==> src/rtl/read_port_source.sv <==
// rtl/read_port_source.sv - producer-side FIFO endpoint for a core read port
// Buffers producer words and presents the head word with a registered Full flag.
module read_port_source #(
  parameter int WORD_WIDTH  = 36,
  parameter int DEPTH       = 4,
  parameter int COUNT_WIDTH = $clog2(DEPTH) + 1
) (
  input  logic                   clock,
  input  logic                   reset_n,
  input  logic [WORD_WIDTH-1:0]  in_data,
  input  logic                   in_valid,
  output logic                   in_ready,
  input  logic                   read_rden,
  output logic [WORD_WIDTH-1:0]  read_data_IO,
  output logic                   read_EF,
  output logic [COUNT_WIDTH-1:0] fill_count,
  output logic                   underflow
);

  localparam int AW = $clog2(DEPTH);
  localparam logic [COUNT_WIDTH-1:0] FULL_CNT = COUNT_WIDTH'(DEPTH);

  logic [WORD_WIDTH-1:0]  mem_q [DEPTH];
  logic [AW-1:0]          wr_ptr_q, wr_ptr_d;
  logic [AW-1:0]          rd_ptr_q, rd_ptr_d;
  logic [COUNT_WIDTH-1:0] count_q, count_d;
  logic                   in_ready_q, in_ready_d;
  logic                   read_ef_q, read_ef_d;
  logic                   underflow_q, underflow_d;
  logic                   push, pop;

  // Handshake qualifiers use only the registered flags, so no input reaches an output.
  assign push = in_valid & in_ready_q;
  assign pop  = read_rden & read_ef_q;

  always_comb begin
    wr_ptr_d    = wr_ptr_q;
    rd_ptr_d    = rd_ptr_q;
    underflow_d = underflow_q;
    if (push) wr_ptr_d = wr_ptr_q + AW'(1);
    if (pop)  rd_ptr_d = rd_ptr_q + AW'(1);
    if (read_rden && !read_ef_q) underflow_d = 1'b1;
    count_d    = count_q + COUNT_WIDTH'(push) - COUNT_WIDTH'(pop);
    in_ready_d = (count_d != FULL_CNT);
    read_ef_d  = (count_d != '0);
  end

  always_ff @(posedge clock or negedge reset_n) begin
    if (!reset_n) begin
      wr_ptr_q    <= '0;
      rd_ptr_q    <= '0;
      count_q     <= '0;
      in_ready_q  <= 1'b0;
      read_ef_q   <= 1'b0;
      underflow_q <= 1'b0;
    end else begin
      wr_ptr_q    <= wr_ptr_d;
      rd_ptr_q    <= rd_ptr_d;
      count_q     <= count_d;
      in_ready_q  <= in_ready_d;
      read_ef_q   <= read_ef_d;
      underflow_q <= underflow_d;
    end
  end

  // Storage is not reset; stale words stay hidden behind read_EF = 0.
  always_ff @(posedge clock) begin
    if (push) mem_q[wr_ptr_q] <= in_data;
  end

  assign read_data_IO = mem_q[rd_ptr_q];
  assign read_EF      = read_ef_q;
  assign in_ready     = in_ready_q;
  assign fill_count   = count_q;
  assign underflow    = underflow_q;

endmodule

==> config.mk <==
export PLATFORM = sky130hd
export DESIGN_NAME = read_port_source
export DESIGN_NICKNAME = d
export VERILOG_FILES = /design/src/rtl/read_port_source.sv
export SDC_FILE = /design/constraint.sdc
export NUM_CORES = 1
export LEC_CHECK = 0
export ABC_CLOCK_PERIOD_IN_PS = 5200
export BUFFER_PORTS_ARGS = -buffer_cell sky130_fd_sc_hd__buf_2
export CELL_PAD_IN_SITES_DETAIL_PLACEMENT = 1
export CELL_PAD_IN_SITES_GLOBAL_PLACEMENT = 2
export CORE_MARGIN = 10
export CORE_UTILIZATION = 40
export CTS_CLUSTER_SIZE = 20
export DETAILED_ROUTE_END_ITERATION = 10
export HOLD_SLACK_MARGIN = 0.06
export PLACE_DENSITY = 0.69
export SKIP_CTS_REPAIR_TIMING = 1
export SYNTH_ARGS = -nofsm -noshare
export SYNTH_HDL_FRONTEND = slang
export SYNTH_SLANG_ARGS = --single-unit
==> constraint.sdc <==
create_clock -name clock -period 5.2 [get_ports clock]
set_clock_uncertainty 0.2 [all_clocks]
set_input_delay 0 -clock clock [delete_from_list [all_inputs] [get_ports clock]]
set_output_delay 0 -clock clock [all_outputs]
set_load 0.005 [all_outputs]
==> results of run 1 <==
cells by family (layout without fill, tap and decap cells):
family          count (synthesis)  count (layout)  share of synthesized area (%)
compound gates                  1               1                          0.132
buf+inv                        14             158                           1.78
flops                         154             154                           80.2
xor+xnor                        4               4                          0.856
simple gates                   10              10                          0.943
mux                            37              37                           14.4
fa+ha+maj                       7               7                           1.67
critical path: cells and delay by family, from the launching register on:
family	cells	cell delay, ps
buffers and inverters	2	660
muxes	1	580
DFF	1	740
cells in the mapped netlist:
cell type / instances / share of area, %
edfxtp_1: 144 / 76
ha_1: 6 / 1.3
and2_1: 1 / 0.11
buf_12: 2 / 0.70
buf_4: 1 / 0.13
nand3_1: 1 / 0.088
xor2_1: 1 / 0.15
a21o_1: 1 / 0.13
nand2_1: 2 / 0.13
inv_1: 6 / 0.39
xnor2_1: 2 / 0.31
buf_6: 1 / 0.20
dfrtp_1: 10 / 4.4
fa_1: 1 / 0.35
xnor3_1: 1 / 0.39
buf_2: 4 / 0.35
mux4_2: 36 / 14
nand2b_1: 1 / 0.11
and3_1: 4 / 0.44
nor2_1: 1 / 0.066
mux2_2: 1 / 0.20
power by group:
part	leakage, uW	switching, uW	internal, uW
sequential	0.00143	167	1630
combinational	0.000869	430	522
clock	0.000299	444	836
state kept, by name, indices dropped and copies added, names as in the netlist:
| register | count |
|---|---|
| mem_q | 144 |
| fill_count | 3 |
| read_EF | 1 |
| rd_ptr_q | 2 |
| in_ready | 1 |
| underflow | 1 |
| wr_ptr_q | 2 |
through the flow:
stage	power (uW)	setup slack, ps	instances	hold WS, ps	utilization, %
2_1_floorplan	2400	2980	227	-496	-
3_3_place_gp	2790	2920	481	-327	45.0
3_5_place_dp	2810	2890	481	-318	45.0
4_1_cts	4090	2460	511	-768	49.4
5_1_grt	4260	2360	551	134	52.2
6_report	4030	2590	551	138	52.2
worst paths after layout:
| path | from | end | slack, ps |
|---|---|---|---|
| worst max-delay path | rd_ptr_q[0] | read_data_IO[18] | 2590 |
| worst min-delay path | in_data[30] | mem_q[3][30] | 140 |
| worst max register to register | read_EF | read_EF | 2890 |
| worst min register to register | underflow | underflow | 250 |
| max in group asynchronous | reset_n | rd_ptr_q[1] | 4060 |
| min in group asynchronous | reset_n | underflow | 390 |
per-layer routing:
layer  track usage (%)  vias to the layer above  part of all wire, %
met5                 0                        -                    0
met4              3.95                        0                  1.1
met3              5.68                       12                  6.0
met2              18.7                       68                   50
met1              13.4                     1382                   43
li1                  -                     1214                    -
final cells by class:
cell class,count,area [um2],share of cell area [%]
inverters,6,22.5,0.309
multi-input cells,59,1030,14.2
repair buffers,122,813,11.2
flip-flops and latches,154,4580,62.9
clock inverters,12,180,2.48
well taps,180,225,3.09
clock buffers,18,429,5.90
==> results.md, run 1 <==
* Outcome: completed
* Largest net degree at the start of global routing at 38
* Class of the worst hold path: in2reg
* LEAKAGE at 0.00259 uW
* Critical path type: reg2out
* Critical path fanouts, max at 22
* Final period util at 50.1%
* Fill count at 1233
* Slowest CP cell: dfrtp_2
* Commonest non-fill, non-tap cell in the layout: edfxtp_1
* Vias in the first global route at 2952
* CP Cell Sequence: buf_4 > mux4_2 > buf_2
* Final TNS setup at 0 ps
* Maxcap violations at 0
* Largest stage delay on the critical path at 740 ps
* Setup Viol. Count Final at 0
* Area Growth Syn to Fin at 27.6%
* Max Freq at 0.383 GHz
* Placement Rows at 43
* TritonCTS clock tree: built
* Most frequent cells in the layout: edfxtp_1 (144), buf_2 (81), dlygate4sd3_1 (40)
* Global-route wire length before repair at 17200 um
* Post-synthesis cell area at 5700 um2
* Die footprint at 19400 um2
* DR iter-0 viols at 200
* PortBufs at 81
* All-Layer GR Usage at 11.7%
* Mean area per synthesized cell at 25.1 um2
* CTS H-tree lvls at 4
* CP Capture Type: output port
* Register area share after synthesis at 80.2%
* Req. time, crit path at 5000 ps
* Clock root buffer: clkbuf_16
* Startpoint Class: flip-flop
* Core area at 13900 um2
* Slew @ Worst Pin at 1020 ps
* WL final at 11100 um
* Via Count at 2676
* Yosys warns at 0
* DR DRC count at 0
* Syn Inst Count at 227
* Max-slew headroom at 31.9%
* Dpl cell area at 6270 um2
* Syn Nets at 274
* Drt wl/cell at 20.2 um
* First drt pass iteration count at 4
* CTS clk-pin slew, worst paths at 60 ps
* Clk Latency, worst-skew pair at 410 ps
* CTS sink cnt at 154
* Hold path cells at 2
* DP HPWL at 6670 um
* Antenna fix cells at 0
* Crit path DAT at 2410 ps
* Final Cell Area at 7280 um2
* Maximum clock path buffer count at 2
* Final ANT Viol Nets at 0
* Final hold vios at 0
* Min cycle time layout at 2610 ps
* RePlAce Congestion at 0.716
* Layout cell share with drive strength beyond 1 at 40.4%
* Die Y-Extent at 139 um
* Top Ports at 82
* Synth unique cells at 21
* RSZ-0062 raised after global routing: false
* Die width at 139 um
* Max VDD drop at 0.000272 V
* Nets at 407
* Slew Limit Fails at 0
* Initial Utilization at 40.9%
* Via density at 4.86
* Total CTS buffers at 17
* Number of synthesized register bits at 154
* Total grt overflow at 0
* PwrDens at 554 nW/um2
* Worst r2r path cells at 7
* Initial antenna violation count at 0
(Power assumes the default switching activity.)
==> run 2, diff against run 1 <==
--- a/config.mk
+++ b/config.mk
@@ -5,16 +5,17 @@
 export SDC_FILE = /design/constraint.sdc
 export NUM_CORES = 1
 export LEC_CHECK = 0
-export ABC_CLOCK_PERIOD_IN_PS = 5200
+export ABC_AREA = 1
+export ABC_CLOCK_PERIOD_IN_PS = 2100
 export BUFFER_PORTS_ARGS = -buffer_cell sky130_fd_sc_hd__buf_2
 export CELL_PAD_IN_SITES_DETAIL_PLACEMENT = 1
 export CELL_PAD_IN_SITES_GLOBAL_PLACEMENT = 2
 export CORE_MARGIN = 10
-export CORE_UTILIZATION = 40
+export CORE_UTILIZATION = 36
 export CTS_CLUSTER_SIZE = 20
 export DETAILED_ROUTE_END_ITERATION = 10
 export HOLD_SLACK_MARGIN = 0.06
-export PLACE_DENSITY = 0.69
+export PLACE_DENSITY = 0.72
 export SKIP_CTS_REPAIR_TIMING = 1
 export SYNTH_ARGS = -nofsm -noshare
 export SYNTH_HDL_FRONTEND = slang
==> constraint.sdc (replaced) <==
create_clock -name clock -period 2.1 [get_ports clock]
set_clock_uncertainty 0.2 [all_clocks]
set_input_delay 0 -clock clock [delete_from_list [all_inputs] [get_ports clock]]
set_output_delay 0 -clock clock [all_outputs]
set_load 0.005 [all_outputs]
==> run 2 against run 1 <==
Compared with the run above:
- count of clock-buffer cells in the layout rose by 3
- wire length rose by 31%
- power rose to 2.8 times the previous value
- die area rose by 22%
- area after synthesis rose by 13%
- critical endpoint is now in_ready
- largest cell class unchanged
- largest power group unchanged
==> results.md, run 2 <==
* Post-synth EDFFs at 144 (unchanged)
* Outcome: completed
* Vias in the first global route at 4233 (+43%)
* Layout cell share with drive strength beyond 1 at 30.2% (-10 points)
* CP Capture Type: flip-flop
* Placement Rows at 48 (+12%)
* First drt pass iteration count at 4 (unchanged)
* Die Y-Extent at 154 um (+10%)
* Critical path type: reg2reg
* Async S/R FF share, synth at 6.49% (unchanged)
* Hold_sp: in_data[1]
* Req. time, crit path at 2210 ps (-2790 ps)
* Top Ports at 82 (unchanged)
* Slew @ Worst Pin at 483 ps (-539 ps)
* Core area at 17400 um2 (+25%)
* Total CTS buffers at 17 (unchanged)
* TritonCTS clock tree: built
* Drt wl/cell at 17.2 um (-15%)
* Syn Nets at 520 (+90%)
* Maximum clock path buffer count at 2 (unchanged)
* Area of the multi-input gates at 1450 um2 (+40%)
* CP Cell Sequence: nand2_2 > inv_1 > ha_1 > inv_1 > ha_4 > fa_2 > inv_1 > nand3_1 > nand2_1 > nand2_1
* Number of synthesized register bits at 154 (unchanged)
* RePlAce Congestion at 0.682 (-4.8%)
* Buffers & Inverters on Critical Path at 3 (+1)
* Flop2flop setup slack at 110 ps (-2780 ps)
* Startpoint Class: flip-flop
* Main synth FF type: edfxtp_1
* Hold path endpoint: mem_q[2][1]
* Min cycle time layout at 1990 ps
* Share of the synthesized area in the top cell type at 67.0% (-8.8 points)
* Global-route wire length before repair at 23000 um (+34%)
* Final hold vios at 0 (unchanged)
* Initial antenna violation count at 0 (unchanged)
* Antenna fix cells at 0 (unchanged)
* Leading area contributor after synthesis: edfxtp_1
* CTS H-tree lvls at 4 (unchanged)
* Top reg by flops: mem_q
* Synth unique cells at 19 (-9.5%)
* Mean area per synthesized cell at 13.6 um2 (-46%)
* Min Hold Slack at 128 ps (-10.5 ps)
* Clock root buffer: clkbuf_16
* Commonest non-fill, non-tap cell in the layout: edfxtp_1
* Maxcap violations at 0 (unchanged)
* Via Count at 3955 (+48%)
* Largest net degree at the start of global routing at 66 (+74%)
* WL final at 14600 um (+31%)
* Max-slew headroom at 67.7% (+36 points)
* Area Growth Syn to Fin at 27.7% (about the same)
* Syn Inst Count at 473 (+110%)
* Initial Utilization at 37.1% (-3.9 points)
* Die footprint at 23700 um2 (+22%)
* Final TNS setup at 0 ps (unchanged)
* DP HPWL at 9330 um (+40%)
* Crit path DAT at 2100 ps (-310 ps)
* R2r startpoint: read_EF
* Class of the worst hold path: in2reg
* Die width at 154 um (+10%)
* Largest stage delay on the critical path at 390 ps (-350 ps)
* Final period util at 94.7%
* PwrDens at 1370 nW/um2 (+150%)
* Slew Limit Fails at 0 (unchanged)
* Reg2reg end: in_ready
* All-Layer GR Usage at 12.6% (+0.88 points)
* DR iter-0 viols at 132 (-34%)
* Max VDD drop at 0.000650 V (+140%)
* Yosys warns at 0 (unchanged)
* PortBufs at 81 (unchanged)
* Nets at 656 (+61%)
* Fill count at 1796 (+46%)
* LEAKAGE at 0.00336 uW (+30%)
* Register area share after synthesis at 70.9% (-9.3 points)
* Clk Latency, worst-skew pair at 420 ps (about the same)
* CTS clk-pin slew, worst paths at 60 ps (about the same)
* Critical path fanouts, max at 2 (-91%)
* Slowest CP cell: dfrtp_1
* Total grt overflow at 0 (unchanged)
* Sequential cell area at 4580 um2 (about the same)
* DR DRC count at 0 (unchanged)
* Post-synth top cells: edfxtp_1 (144), nand2_1 (116), inv_1 (85)
* Max Freq at 0.503 GHz
* Via density at 4.68 (-3.6%)
* Setup Viol. Count Final at 0 (unchanged)
* Most used cell along the critical path: inv_1
* CTS sink cnt at 154 (unchanged)
* Most common cell in the netlist: edfxtp_1
* Max FFs per register at 144 (unchanged)
* Most frequent cells in the layout: edfxtp_1 (144), nand2_1 (115), inv_1 (85)
* Hold path cells at 2 (unchanged)
* Worst r2r path cells at 10 (+3)
* Top delay family on crit path: adder cells
* Top cells by area, synth: edfxtp_1 (67%), o211ai_2 (9.7%), nand2_1 (6.7%)
* Final ANT Viol Nets at 0 (unchanged)
* Post-synthesis cell area at 6450 um2 (+13%)
-- run 2: cell count changes after synthesis, moves of 5 or more --
cell	delta
nor2_1	+7
inv_1	+79
nand2_1	+114
o211ai_1	+22
buf_6	+5
mux4_2	-36
buf_2	+9
o211ai_2	+50
-- run 2: power breakdown --
group          switching, uW  total (uW)  internal [uW]
Combinational           2410        3940           1530
Sequential               204        4220           4020
Clock                   1130        3100           1970
-- run 2: kinds of logic after synthesis --
kind of cell	Yosys count	synth area share (%)
AND/OR/NAND/NOR	127	7.46
adder cells (fa/ha/maj)	7	1.47
XOR/XNOR	2	0.271
flip-flops	154	70.9
buffers and inverters	109	7.48
AO/OA/AOI/OAI	74	12.4
-- run 2: per-layer routing --
layer | global-route usage (%) | vias up | part of all wire (%)
li1 | - | 1901 | -
met2 | 21.9 | 65 | 53
met3 | 4.55 | 24 | 4.0
met4 | 5.08 | 0 | 1.6
met1 | 13.5 | 1965 | 41
met5 | 0 | - | 0
-- run 2: area by class of cell --
type / count / share of cell area (%)
repair buffers: 139 / 12.3
clock buffers: 21 / 5.34
inverters: 87 / 4.01
well taps: 225 / 3.42
multi-input cells: 210 / 17.6
flip-flops and latches: 154 / 55.5
clock inverters: 9 / 1.81
-- run 2: worst max-delay path by stage --
stage | from | end | slack [ps] | cells past startpoint
global route | read_EF | in_ready | -3 | 10
floorplan | wr_ptr_q[1] | mem_q[1][0] | -100 | 4
finish | read_EF | in_ready | 110 | 10
detailed placement | read_EF | in_ready | -8 | 10
global placement | read_EF | read_EF | 60 | 8
CTS | read_EF | in_ready | -30 | 10
-- run 2: metrics by stage --
step	instances	utilization, %	setup WS (ps)	total power [uW]	instance area, um2
final	845	47.3	112	11300	8240
after global routing	845	47.3	-2.65	12000	8240
after CTS	802	44.8	-25.8	11300	7800
after detailed placement	772	41.4	-7.79	8230	7210
after global placement	772	41.4	56.3	8050	7210
after floorplan	473	-	-97.5	6680	6470
